--- config.mk ---
export PLATFORM = sky130hd
export DESIGN_NAME = gpio_bus_initiator
export DESIGN_NICKNAME = d
export VERILOG_FILES = /design/src/rtl/gpio_bus_initiator.sv
export SDC_FILE = /design/constraint.sdc
export NUM_CORES = 1
export LEC_CHECK = 0
export CORE_MARGIN = 1.5
export CORE_UTILIZATION = 25
export CTS_CLUSTER_DIAMETER = 30
export CTS_CLUSTER_SIZE = 8
export DETAILED_ROUTE_END_ITERATION = 7
export PLACE_DENSITY = 0.65
export SLEW_MARGIN = 20
export SYNTH_ARGS = -nofsm -noshare
export SYNTH_HDL_FRONTEND = slang
export SYNTH_SLANG_ARGS = --single-unit
--- constraint.sdc ---
create_clock -name reg_clk -period 2.8 [get_ports reg_clk]
set_input_delay 0.56 -clock reg_clk [delete_from_list [all_inputs] [get_ports reg_clk]]
set_output_delay 0.56 -clock reg_clk [all_outputs]
set_load 0.01 [all_outputs]
--- src/rtl/gpio_bus_initiator.sv ---
// gpio_bus_initiator
// Purpose: Avalon-MM slave to GPIO/ADC address-decoder register bus bridge.
//          Runs one register transaction at a time with a fixed strobe width,
//          a fixed strobe-to-sample / hold time and fixed recovery, so the
//          decoder's pipelined strobe capture always sees stable address/data.
// Ports:
//   reg_clk, reset_in             clock, synchronous active-high reset
//   avs_address/read/write/...    Avalon-MM slave (word addressed)
//   avs_waitrequest               request not accepted this cycle (comb in IDLE)
//   avs_readdata/readdatavalid    read return, one-cycle valid pulse
//   chip_sel, read_reg, write_reg register-bus select and strobes
//   busaddress, busdata_out       word address / write data, change on accept only
//   busdata_in                    read data from the decoder
//   busy                          transaction in flight (state != IDLE)
// Optional feature: define GPIO_BUS_POSTED_WRITE_EN to add a one-entry posted
//   write buffer that accepts a write while a transaction is in flight.
module gpio_bus_initiator #(
    parameter int unsigned AddrWidth      = 16,
    parameter int unsigned BusWidth       = 32,
    parameter int unsigned StrobeWidth    = 1,
    parameter int unsigned ReadLatency    = 5,
    parameter int unsigned WriteHold      = 5,
    parameter int unsigned RecoveryCycles = 2
) (
    input  logic                 reg_clk,
    input  logic                 reset_in,
    input  logic [AddrWidth-3:0] avs_address,
    input  logic                 avs_read,
    input  logic                 avs_write,
    input  logic [BusWidth-1:0]  avs_writedata,
    output logic                 avs_waitrequest,
    output logic [BusWidth-1:0]  avs_readdata,
    output logic                 avs_readdatavalid,
    output logic                 chip_sel,
    output logic                 read_reg,
    output logic                 write_reg,
    output logic [AddrWidth-3:0] busaddress,
    output logic [BusWidth-1:0]  busdata_out,
    input  logic [BusWidth-1:0]  busdata_in,
    output logic                 busy
);

    localparam int unsigned WordAw   = AddrWidth - 2;
    localparam int unsigned MaxRw    = (ReadLatency > WriteHold) ? ReadLatency : WriteHold;
    localparam int unsigned MaxCnt   = (MaxRw > RecoveryCycles) ? MaxRw : RecoveryCycles;
    localparam int unsigned CntWidth = $clog2(MaxCnt + 1);

    // Counter reload values; each phase counts down to zero inclusive.
    // Strobe plus wait spans Latency+1 cycles so the sample edge ends cycle Latency+1.
    localparam logic [CntWidth-1:0] StrobeLoad  = CntWidth'(StrobeWidth - 1);
    localparam logic [CntWidth-1:0] RdWaitLoad  = CntWidth'(ReadLatency - StrobeWidth);
    localparam logic [CntWidth-1:0] WrWaitLoad  = CntWidth'(WriteHold - StrobeWidth);
    localparam logic [CntWidth-1:0] RecoverLoad = CntWidth'(RecoveryCycles - 1);

    typedef enum logic [1:0] {
        S_IDLE    = 2'd0,
        S_STROBE  = 2'd1,
        S_WAIT    = 2'd2,
        S_RECOVER = 2'd3
    } state_e;

    state_e               state_q, state_d;
    logic [CntWidth-1:0]  cnt_q, cnt_d;

    logic                 op_rd_q, op_rd_d;
    logic [WordAw-1:0]    addr_q, addr_d;
    logic [BusWidth-1:0]  wdata_q, wdata_d;
    logic [BusWidth-1:0]  rdata_q, rdata_d;

    logic                 chip_sel_q, chip_sel_d;
    logic                 read_reg_q, read_reg_d;
    logic                 write_reg_q, write_reg_d;
    logic                 rdv_q, rdv_d;
    logic                 busy_q, busy_d;

    // Candidate transaction to launch from IDLE (buffered write or Avalon request).
    logic                 req_c;
    logic                 req_rd_c;
    logic [WordAw-1:0]    req_addr_c;
    logic [BusWidth-1:0]  req_data_c;

    logic                 launch;
    logic                 capture;

`ifdef GPIO_BUS_POSTED_WRITE_EN
    logic                 buf_valid_q, buf_valid_d;
    logic [WordAw-1:0]    buf_addr_q, buf_addr_d;
    logic [BusWidth-1:0]  buf_data_q, buf_data_d;
    logic                 buf_fill;

    // A pending buffered write is older than anything on the Avalon port.
    always_comb begin
        req_c      = 1'b0;
        req_rd_c   = 1'b0;
        req_addr_c = avs_address;
        req_data_c = avs_writedata;
        if (buf_valid_q) begin
            req_c      = 1'b1;
            req_addr_c = buf_addr_q;
            req_data_c = buf_data_q;
        end else begin
            req_c    = avs_read | avs_write;
            req_rd_c = avs_read & ~avs_write;
        end
    end

    // Fill while a transaction is in flight; drain on the launch from IDLE.
    always_comb begin
        buf_fill    = (state_q != S_IDLE) & avs_write & ~buf_valid_q;
        buf_valid_d = buf_valid_q;
        buf_addr_d  = buf_addr_q;
        buf_data_d  = buf_data_q;
        if (buf_fill) begin
            buf_valid_d = 1'b1;
            buf_addr_d  = avs_address;
            buf_data_d  = avs_writedata;
        end else if (launch && buf_valid_q) begin
            buf_valid_d = 1'b0;
        end
    end

    // Posted write buffer registers.
    always_ff @(posedge reg_clk) begin
        if (reset_in) begin
            buf_valid_q <= 1'b0;
            buf_addr_q  <= '0;
            buf_data_q  <= '0;
        end else begin
            buf_valid_q <= buf_valid_d;
            buf_addr_q  <= buf_addr_d;
            buf_data_q  <= buf_data_d;
        end
    end
`else
    // Without buffering, only the Avalon port can launch; write wins a tie.
    always_comb begin
        req_c      = avs_read | avs_write;
        req_rd_c   = avs_read & ~avs_write;
        req_addr_c = avs_address;
        req_data_c = avs_writedata;
    end
`endif

    // State and phase counter register.
    always_ff @(posedge reg_clk) begin
        if (reset_in) begin
            state_q <= S_IDLE;
            cnt_q   <= '0;
        end else begin
            state_q <= state_d;
            cnt_q   <= cnt_d;
        end
    end

    // Next-state, counter and transaction-capture logic.
    always_comb begin
        state_d = state_q;
        cnt_d   = cnt_q;
        launch  = 1'b0;
        capture = 1'b0;
        unique case (state_q)
            S_IDLE: begin
                if (req_c) begin
                    launch  = 1'b1;
                    state_d = S_STROBE;
                    cnt_d   = StrobeLoad;
                end
            end
            S_STROBE: begin
                if (cnt_q == '0) begin
                    state_d = S_WAIT;
                    cnt_d   = op_rd_q ? RdWaitLoad : WrWaitLoad;
                end else begin
                    cnt_d = cnt_q - CntWidth'(1);
                end
            end
            S_WAIT: begin
                if (cnt_q == '0) begin
                    capture = op_rd_q;
                    state_d = S_RECOVER;
                    cnt_d   = RecoverLoad;
                end else begin
                    cnt_d = cnt_q - CntWidth'(1);
                end
            end
            S_RECOVER: begin
                if (cnt_q == '0) begin
                    state_d = S_IDLE;
                end else begin
                    cnt_d = cnt_q - CntWidth'(1);
                end
            end
            default: state_d = S_IDLE;
        endcase

        op_rd_d = launch ? req_rd_c   : op_rd_q;
        addr_d  = launch ? req_addr_c : addr_q;
        wdata_d = launch ? req_data_c : wdata_q;
        rdata_d = capture ? busdata_in : rdata_q;
    end

    // Output decode: bus outputs are registered from the next state; only
    // waitrequest is combinational so IDLE can accept in the request cycle.
    always_comb begin
        chip_sel_d  = (state_d == S_STROBE) || (state_d == S_WAIT);
        read_reg_d  = (state_d == S_STROBE) && op_rd_d;
        write_reg_d = (state_d == S_STROBE) && !op_rd_d;
        rdv_d       = capture;
        busy_d      = (state_d != S_IDLE);

        avs_waitrequest = 1'b1;
        if (!reset_in) begin
`ifdef GPIO_BUS_POSTED_WRITE_EN
            if (state_q == S_IDLE) begin
                avs_waitrequest = buf_valid_q | ~(avs_read | avs_write);
            end else begin
                avs_waitrequest = ~(avs_write & ~buf_valid_q);
            end
`else
            if (state_q == S_IDLE) begin
                avs_waitrequest = ~(avs_read | avs_write);
            end
`endif
        end
    end

    // Datapath and output registers.
    always_ff @(posedge reg_clk) begin
        if (reset_in) begin
            op_rd_q     <= 1'b0;
            addr_q      <= '0;
            wdata_q     <= '0;
            rdata_q     <= '0;
            chip_sel_q  <= 1'b0;
            read_reg_q  <= 1'b0;
            write_reg_q <= 1'b0;
            rdv_q       <= 1'b0;
            busy_q      <= 1'b0;
        end else begin
            op_rd_q     <= op_rd_d;
            addr_q      <= addr_d;
            wdata_q     <= wdata_d;
            rdata_q     <= rdata_d;
            chip_sel_q  <= chip_sel_d;
            read_reg_q  <= read_reg_d;
            write_reg_q <= write_reg_d;
            rdv_q       <= rdv_d;
            busy_q      <= busy_d;
        end
    end

    assign avs_readdata      = rdata_q;
    assign avs_readdatavalid = rdv_q;
    assign chip_sel          = chip_sel_q;
    assign read_reg          = read_reg_q;
    assign write_reg         = write_reg_q;
    assign busaddress        = addr_q;
    assign busdata_out       = wdata_q;
    assign busy              = busy_q;

endmodule
* Word level (Yosys, flattened, before mapping)
Index checks and enable logic that the tools add are counted.
** Operators by class
- Add/subtract/negate cells :: 1
- Bitwise operators :: 4
- Reduce and logical (&&, ||, !) cells :: 8
- Muxes and demuxes :: 17
- Equality and inequality tests :: 7
** Operator list (count)
- $mux W3 :: 4
- $pmux W3 S4 :: 1
- $mux W2 :: 4
- $pmux W2 S4 :: 1
- $mux W1 :: 7
- $eq A2 B2 Y1 const B :: 3
- $eq A2 B1 Y1 const B :: 2
- $ne A2 B2 Y1 const B :: 2
- $logic_not A3 Y1 :: 1
- $sub A3 B1 Y3 const B :: 1
- $logic_and A1 B1 Y1 :: 2
- $logic_not A2 Y1 :: 1
- $not A1 Y1 :: 2
- $reduce_and A2 Y1 :: 1
- $reduce_bool A2 Y1 :: 1
- $and A1 B1 Y1 :: 1
- $logic_not A1 Y1 :: 1
- $logic_or A1 B1 Y1 :: 1
- $or A1 B1 Y1 :: 1
** Storage, ports and cells
- Output and inout port bits :: 84
- Flip-flop bits (word level) :: 89

* Longest topological paths before layout
- Depth in word-level cells :: 6
- Gate-level depth with buffers :: 7

* Worst setup path before layout
Ideal clock, no wire load.
- Path type :: register to output
- From :: register state_q[1]
- To :: output avs_waitrequest
- Arrival time :: 1147 ps
- Slack :: 1093 ps
- Data required time :: 2240 ps
- Cell stages (with the launch flop) :: 5
- Cell sequence :: dfxtp_1 -> buf_6 -> or2_1 -> buf_6 -> or3_1
** On the way
- Longest elaborated chain between the ends :: 3
** Ends and longest elaborated chain
- start, declared :: RTL line 62 : state_e state_q, state_d;
- start signal, assigned :: RTL line 150 : state_q <= state_d;
- $logic_not A2 Y1 :: RTL line 220 : if (state_q == S_IDLE) begin
- $mux W1 :: RTL line 220
- $mux W1 :: RTL line 212 : if (!reset_in) begin
- end, declared :: RTL line 31 : output logic avs_waitrequest,
No other way between the ends.

* Worst setup path in the final report
- From :: input avs_write
- To :: output avs_waitrequest
** On the way
- Longest elaborated chain between the ends :: 4
** Ends and longest elaborated chain
- start, declared :: RTL line 29 : input logic avs_write,
- $or A1 B1 Y1 :: RTL line 221 : avs_waitrequest = ~(avs_read | avs_write);
- $not A1 Y1 :: RTL line 221
- $mux W1 :: RTL line 220
- $mux W1 :: RTL line 212
No other way between the ends.

==> results_dict.tcl <==
set metrics [dict create \
    ctsHoldBuffers 0 \
    cap_violations 0 \
    grt_pass1_vias 3457 \
    vias_per_cell 4.66 \
    core_um2 14500 \
    required_ns 2.24 \
    ir_drop_mv 0.287 \
    cts_tree "done" \
    place.gp.congestion 0.715 \
    p_leak_nw 1.98 \
    finalHoldViolations 0 \
    drv_slew 0 \
    syn2layout_area_growth_pct 55.1 \
    grt_start_max_net_pins 124 \
    die_area_um2 15500 \
    worstRegToRegCells 6 \
    slowest_stage "clkdlybuf4s50_1" \
    power.density_nw_per_um2 751 \
    synth_edf_count 0 \
    synth.top_cell.area_share_pct 48.4 \
    critPathKind "in -> out" \
    grt_pass1_wl_um 17300 \
    path_buf_inv 2 \
    clock_path_buffers 2 \
    relSlewSlack_pct 29.0 \
    crit_path_frequent_cell "clkdlybuf4s50_1" \
    worstSkewPairLatency_ns 0.34 \
    netlist_area_um2 3680 \
    rr_startpoint "cnt_q[0]" \
    setup_tns_ns 0 \
    cts_max_level 3 \
    cp-start-kind "input port" \
    setup_violations 0 \
    antenna_left 0 \
    wl_per_cell_um 14.3 \
    min_path_type "reg -> reg" \
    path_clk_slew_ns 0.06 \
    die_width_um 124 \
    critPathMaxFanout 4 \
    finalPower_mw 4.29 \
    path_cells "clkdlybuf4s50_1, nor2_2, or3_1, clkdlybuf4s50_1" \
    gr-usage-all-layers_pct 13.7 \
    fin_skew_ns 0.00838 \
    hold_depth 2 \
    netlist-cell-type-count 31 \
    fin_util_pct 39.4 \
    rsz0062_at_grt "false" \
    pin_count 166 \
    rows 44 \
    fmaxAchievable_ghz 0.383 \
    hpwl_um 6870 \
    drc 0 \
    ff2ff_setup_slack_ns 0.87 \
    yosysMostFrequentCell "dfxtp_1" \
    synth_seq_area_share_pct 48.4 \
    dr.pass1.iters 7 \
    numCtsBuffers 9 \
    antenna_found_initial 0 \
    syn_avg_cell_area_um2 9.16 \
    syn-num-nets 487 \
    r2r_end "avs_readdata[19]" \
    cts_resized 0 \
    wl_um 10500 \
    hold_path_end "avs_readdata[22]" \
    first_iter_violations 156 \
    dieHeight_um 124 \
    ys.flop_type "dfxtp_1" \
    cp-end-kind "output port" \
    yosys_register_bits 89 \
    portBuffers 165 \
    cts_setup_buffers 0 \
    crit_path_max_incr_delay_ns 0.55 \
    cts.sinks 89 \
    synthTopCellsByCount "dfxtp_1 (89), nand2b_1 (66), a21oi_1 (49)" \
    start_util_pct 25.4 \
    min_from "avs_readdata[22]" \
    grt_overflow 0 \
    period_needed_ns 2.61 \
    status "finished, final reports clean" \
    synthCells 402 \
    fin_crit_sh_pct 93.3 \
    cts-root-buf "clkbuf_16" \
    yosysWarnings 0 \
    arrival_ns 2.05 \
    cp.depth 4 \
    drive_gt1_share_pct 5.08 \
    vias 3424 \
    synth_async_sr_flop_share_pct 0 \
    worstMarginPinSlew_ns 1.07 \
    synth_area_leader_cell "dfxtp_1" \
    crit_family "buffers and inverters" \
    yosys-top-cells-area "dfxtp_1 (48%), nand2b_1 (11%), mux2i_1 (9.0%)" \
    critPathLaunch "avs_write" \
    final_nets 631 \
    antennaDiodeCount 0 \
]
## report_power, final
group | switching, mW | internal [mW] | total [mW]
Combinational | 0.732 | 0.711 | 1.44
Clock | 0.527 | 0.699 | 1.23
Sequential | 0.127 | 1.49 | 1.62
## logic make-up (layout without fill, tap and decap cells)
family / count (synthesis) / count (layout) / share of synthesized area, %
AO/OA/AOI/OAI: 100 / 100 / 13.9
XOR/XNOR: 1 / 1 / 0.238
adder cells (fa/ha/maj): 3 / 3 / 1.02
buffers and inverters: 41 / 190 / 5.94
flip-flops: 89 / 89 / 48.4
multiplexers: 33 / 33 / 8.97
AND/OR/NAND/NOR: 135 / 135 / 21.5
## tightest hold or removal path, cell delays in order, from the launching register on
cell	delay, ns
dfxtp_1	0.31
nand2b_1	0.06
mux2i_1	0.05
## through the flow
step	std cells	worst slack (ns)	cell area [um^2]	hold WS, ns
5_1_grt	735	0.130	5710	0.497
3_3_place_gp	719	0.147	5410	0.458
2_1_floorplan	402	1.09	3680	0.450
3_5_place_dp	719	0.150	5410	0.467
4_1_cts	735	0.155	5710	0.478
6_report	735	0.187	5710	0.471
## layer usage
metal  global-route usage [%]  part of all wire (%)  vias to the layer above
met2                     22.2                    45                      136
met1                     16.4                    45                     1604
met3                     5.07                   8.3                       11
met5                        0                     0                        -
met4                     5.54                   1.5                        0
li1                         -                     -                     1673
## final cells by class
cell class / instances / area (um^2)
clock buffer: 9 / 225
multi-input combinational: 272 / 1690
sequential: 89 / 1780
timing repair buffer: 171 / 1690
clock inverter: 7 / 77.6
inverter: 3 / 11.3
tap: 184 / 230
fill: 1413 / 8770
## worst max path at each step
stage,to,slack (ns)
5_1_grt,avs_waitrequest,0.13
3_5_place_dp,avs_waitrequest,0.15
6_report,avs_waitrequest,0.19
2_1_floorplan,avs_waitrequest,1.09
4_1_cts,avs_waitrequest,0.15
3_3_place_gp,avs_waitrequest,0.15
## cell usage in the layout (no fill, tap or decap), types with 2 or more instances in the layout
master and n:
a21oi_1 49, and3b_1 2, buf_4 7, clkbuf_16 9, clkdlybuf4s50_1 164, clkinv_4 2, dfxtp_1 89, ha_1 3
inv_1 3, inv_6 2, mux2i_1 33, nand2b_1 66, nand3_1 46, nor2_1 3, nor2b_1 4, nor3_1 2
nor3b_1 2, o21ai_0 30, o21ai_1 17, o2bb2ai_1 2, or3_1 2
No activity file was read; power rests on OpenSTA's default activity.
==> edit (same settings) <==
Change the parameter `ReadLatency` from 5 to 10.
--- a/src/rtl/gpio_bus_initiator.sv
+++ b/src/rtl/gpio_bus_initiator.sv
@@ -20,3 +20,3 @@
     parameter int unsigned StrobeWidth    = 1,
-    parameter int unsigned ReadLatency    = 5,
+    parameter int unsigned ReadLatency    = 10,
     parameter int unsigned WriteHold      = 5,
Check against the original RTL: not equivalent (Yosys sat finds a counterexample within 10 cycles, from zero or initial values and one cycle with reset_in high).
==> edit against the unedited design <==
Total power grew 9.7%; worst setup slack lost 0.020 ns; area after synthesis shrank 10%; global-route usage grew 0.45 points; non-clock buffer count grew 1; sequential cell count grew 1; routed wire length shrank 9.2%; cell area shrank 6.1%; highest routed layer unchanged.
==> edit: results (changes against the unedited design) <==
worst r2r dst read_reg; Layout Nets 647 (+2.5%); Max Cap Violations 0 (unchanged); Synth Net Count 493 (+1.2%); vias in the first global route 3185 (-7.9%); register area share after synthesis 54.3% (+5.9 points); Worst R2R Setup Slack 0.67 ns (-0.20 ns); Clock Skews 0.00577 ns (-0.00261 ns); R2R depth 7 (+1); GRT Total Usage 14.2% (+0.45 points); worst hold endpoint avs_readdata[1]; gpl congestion 0.769 (+7.5%); diode count 0 (unchanged); normalized max-slew margin 33.4% (+4.4 points); Area after DPL 5080 µm² (-6.0%); Crit Path Max Fanout 3 (-1); per-cell routed wire length 12.9 µm (-9.7%); DR pass1 iterations 4 (-3); Syn Area/Cell 8.13 µm² (-11%); Inserted Clock Buffers 9 (unchanged); Post-Layout Cell Count 739 (+0.54%); antenna violations before repair 0 (unchanged); die width 118 µm (-5.0%); layout cells sized above 1 5.47% (+0.39 points); Cells after DPL 723 (+0.56%); Synth top cells by count nand2_1, dfxtp_1, a21oi_1; top post-synthesis cells by area dfxtp_1, nand2_1, a21oi_1, clkbuf_1, buf_6; post-synth cell types 34 (+9.7%); Via density 4.42 (-5.2%); first-pass GRT wire length 15800 µm (-8.6%); status finished, final reports clean; largest net degree at the start of global routing 91 (-27%); Pleak 1.92 nW (-2.9%); Synth Flop Type dfxtp_1; min-delay src avs_readdata[1]; Max IR drop VDD 355 µV (+24%); port buffer count 165 (unchanged); DP HPWL 6560 µm (-4.5%); fill cell count 1254 (-11%); 1st-iter DRT viols 133 (-15%); ys async rst share 0% (unchanged); worst path arrival time 2.07 ns (+0.02 ns)
-- edit: final cells by class --
cell class / count / area (µm²) / share of cell area (%)
sequential: 90 / 1800 / 33.6
clock buffer: 14 / 244 / 4.55
multi-input combinational: 285 / 1350 / 25.2
tap: 172 / 215 / 4.01
clock inverter: 2 / 37.5 / 0.700
timing repair buffer: 172 / 1700 / 31.7
inverter: 4 / 15.0 / 0.280
-- edit: logic make-up (layout without fill, tap and decap cells) --
family | count (synthesis) | count (layout) | synth area share, %
and+or+nand+nor | 188 | 188 | 23.4
buffers and inverters | 33 | 192 | 5.09
adders and majority gates | 3 | 3 | 1.13
xor gates and xnor gates | 1 | 1 | 0.264
muxes | 1 | 1 | 0.339
AOI/OAI and AO/OA | 92 | 92 | 15.5
DFF | 90 | 90 | 54.3
-- edit: worst max path at each step --
stage                     startpoint         endpoint
final                      avs_write  avs_waitrequest
after global routing       avs_write  avs_waitrequest
after CTS                  avs_write  avs_waitrequest
after detailed placement   avs_write  avs_waitrequest
after global placement     avs_write  avs_waitrequest
after floorplan            avs_write        write_reg
-- edit: routing by layer --
metal,share of wire (%),global-route usage [%],up-vias
met4,1.9,6.33,0
li1,-,-,1642
met5,0,0,-
met2,45,23.1,125
met3,9.7,5.65,13
met1,43,16.3,1485
-- edit: critical path, cell delays in order --
cell             delay (ns)
clkdlybuf4s50_1        0.44
nor4_1                 0.25
buf_4                  0.17
nor3_2                 0.04
nand2b_1               0.08
clkdlybuf4s50_1        0.53
-- edit: power by group --
part	total, W	switching (W)	internal, W
clock network	0.00116	0.000470	0.000694
registers	0.00169	0.000152	0.00154
logic	0.00185	0.000989	0.000861
-- edit: through the flow --
stage               worst slack [ns]  hold WS [ns]
finish                         0.167         0.452
global route                  0.0768         0.471
CTS                            0.159         0.454
detailed placement             0.165         0.446
global placement               0.155         0.441
floorplan                      0.801         0.481
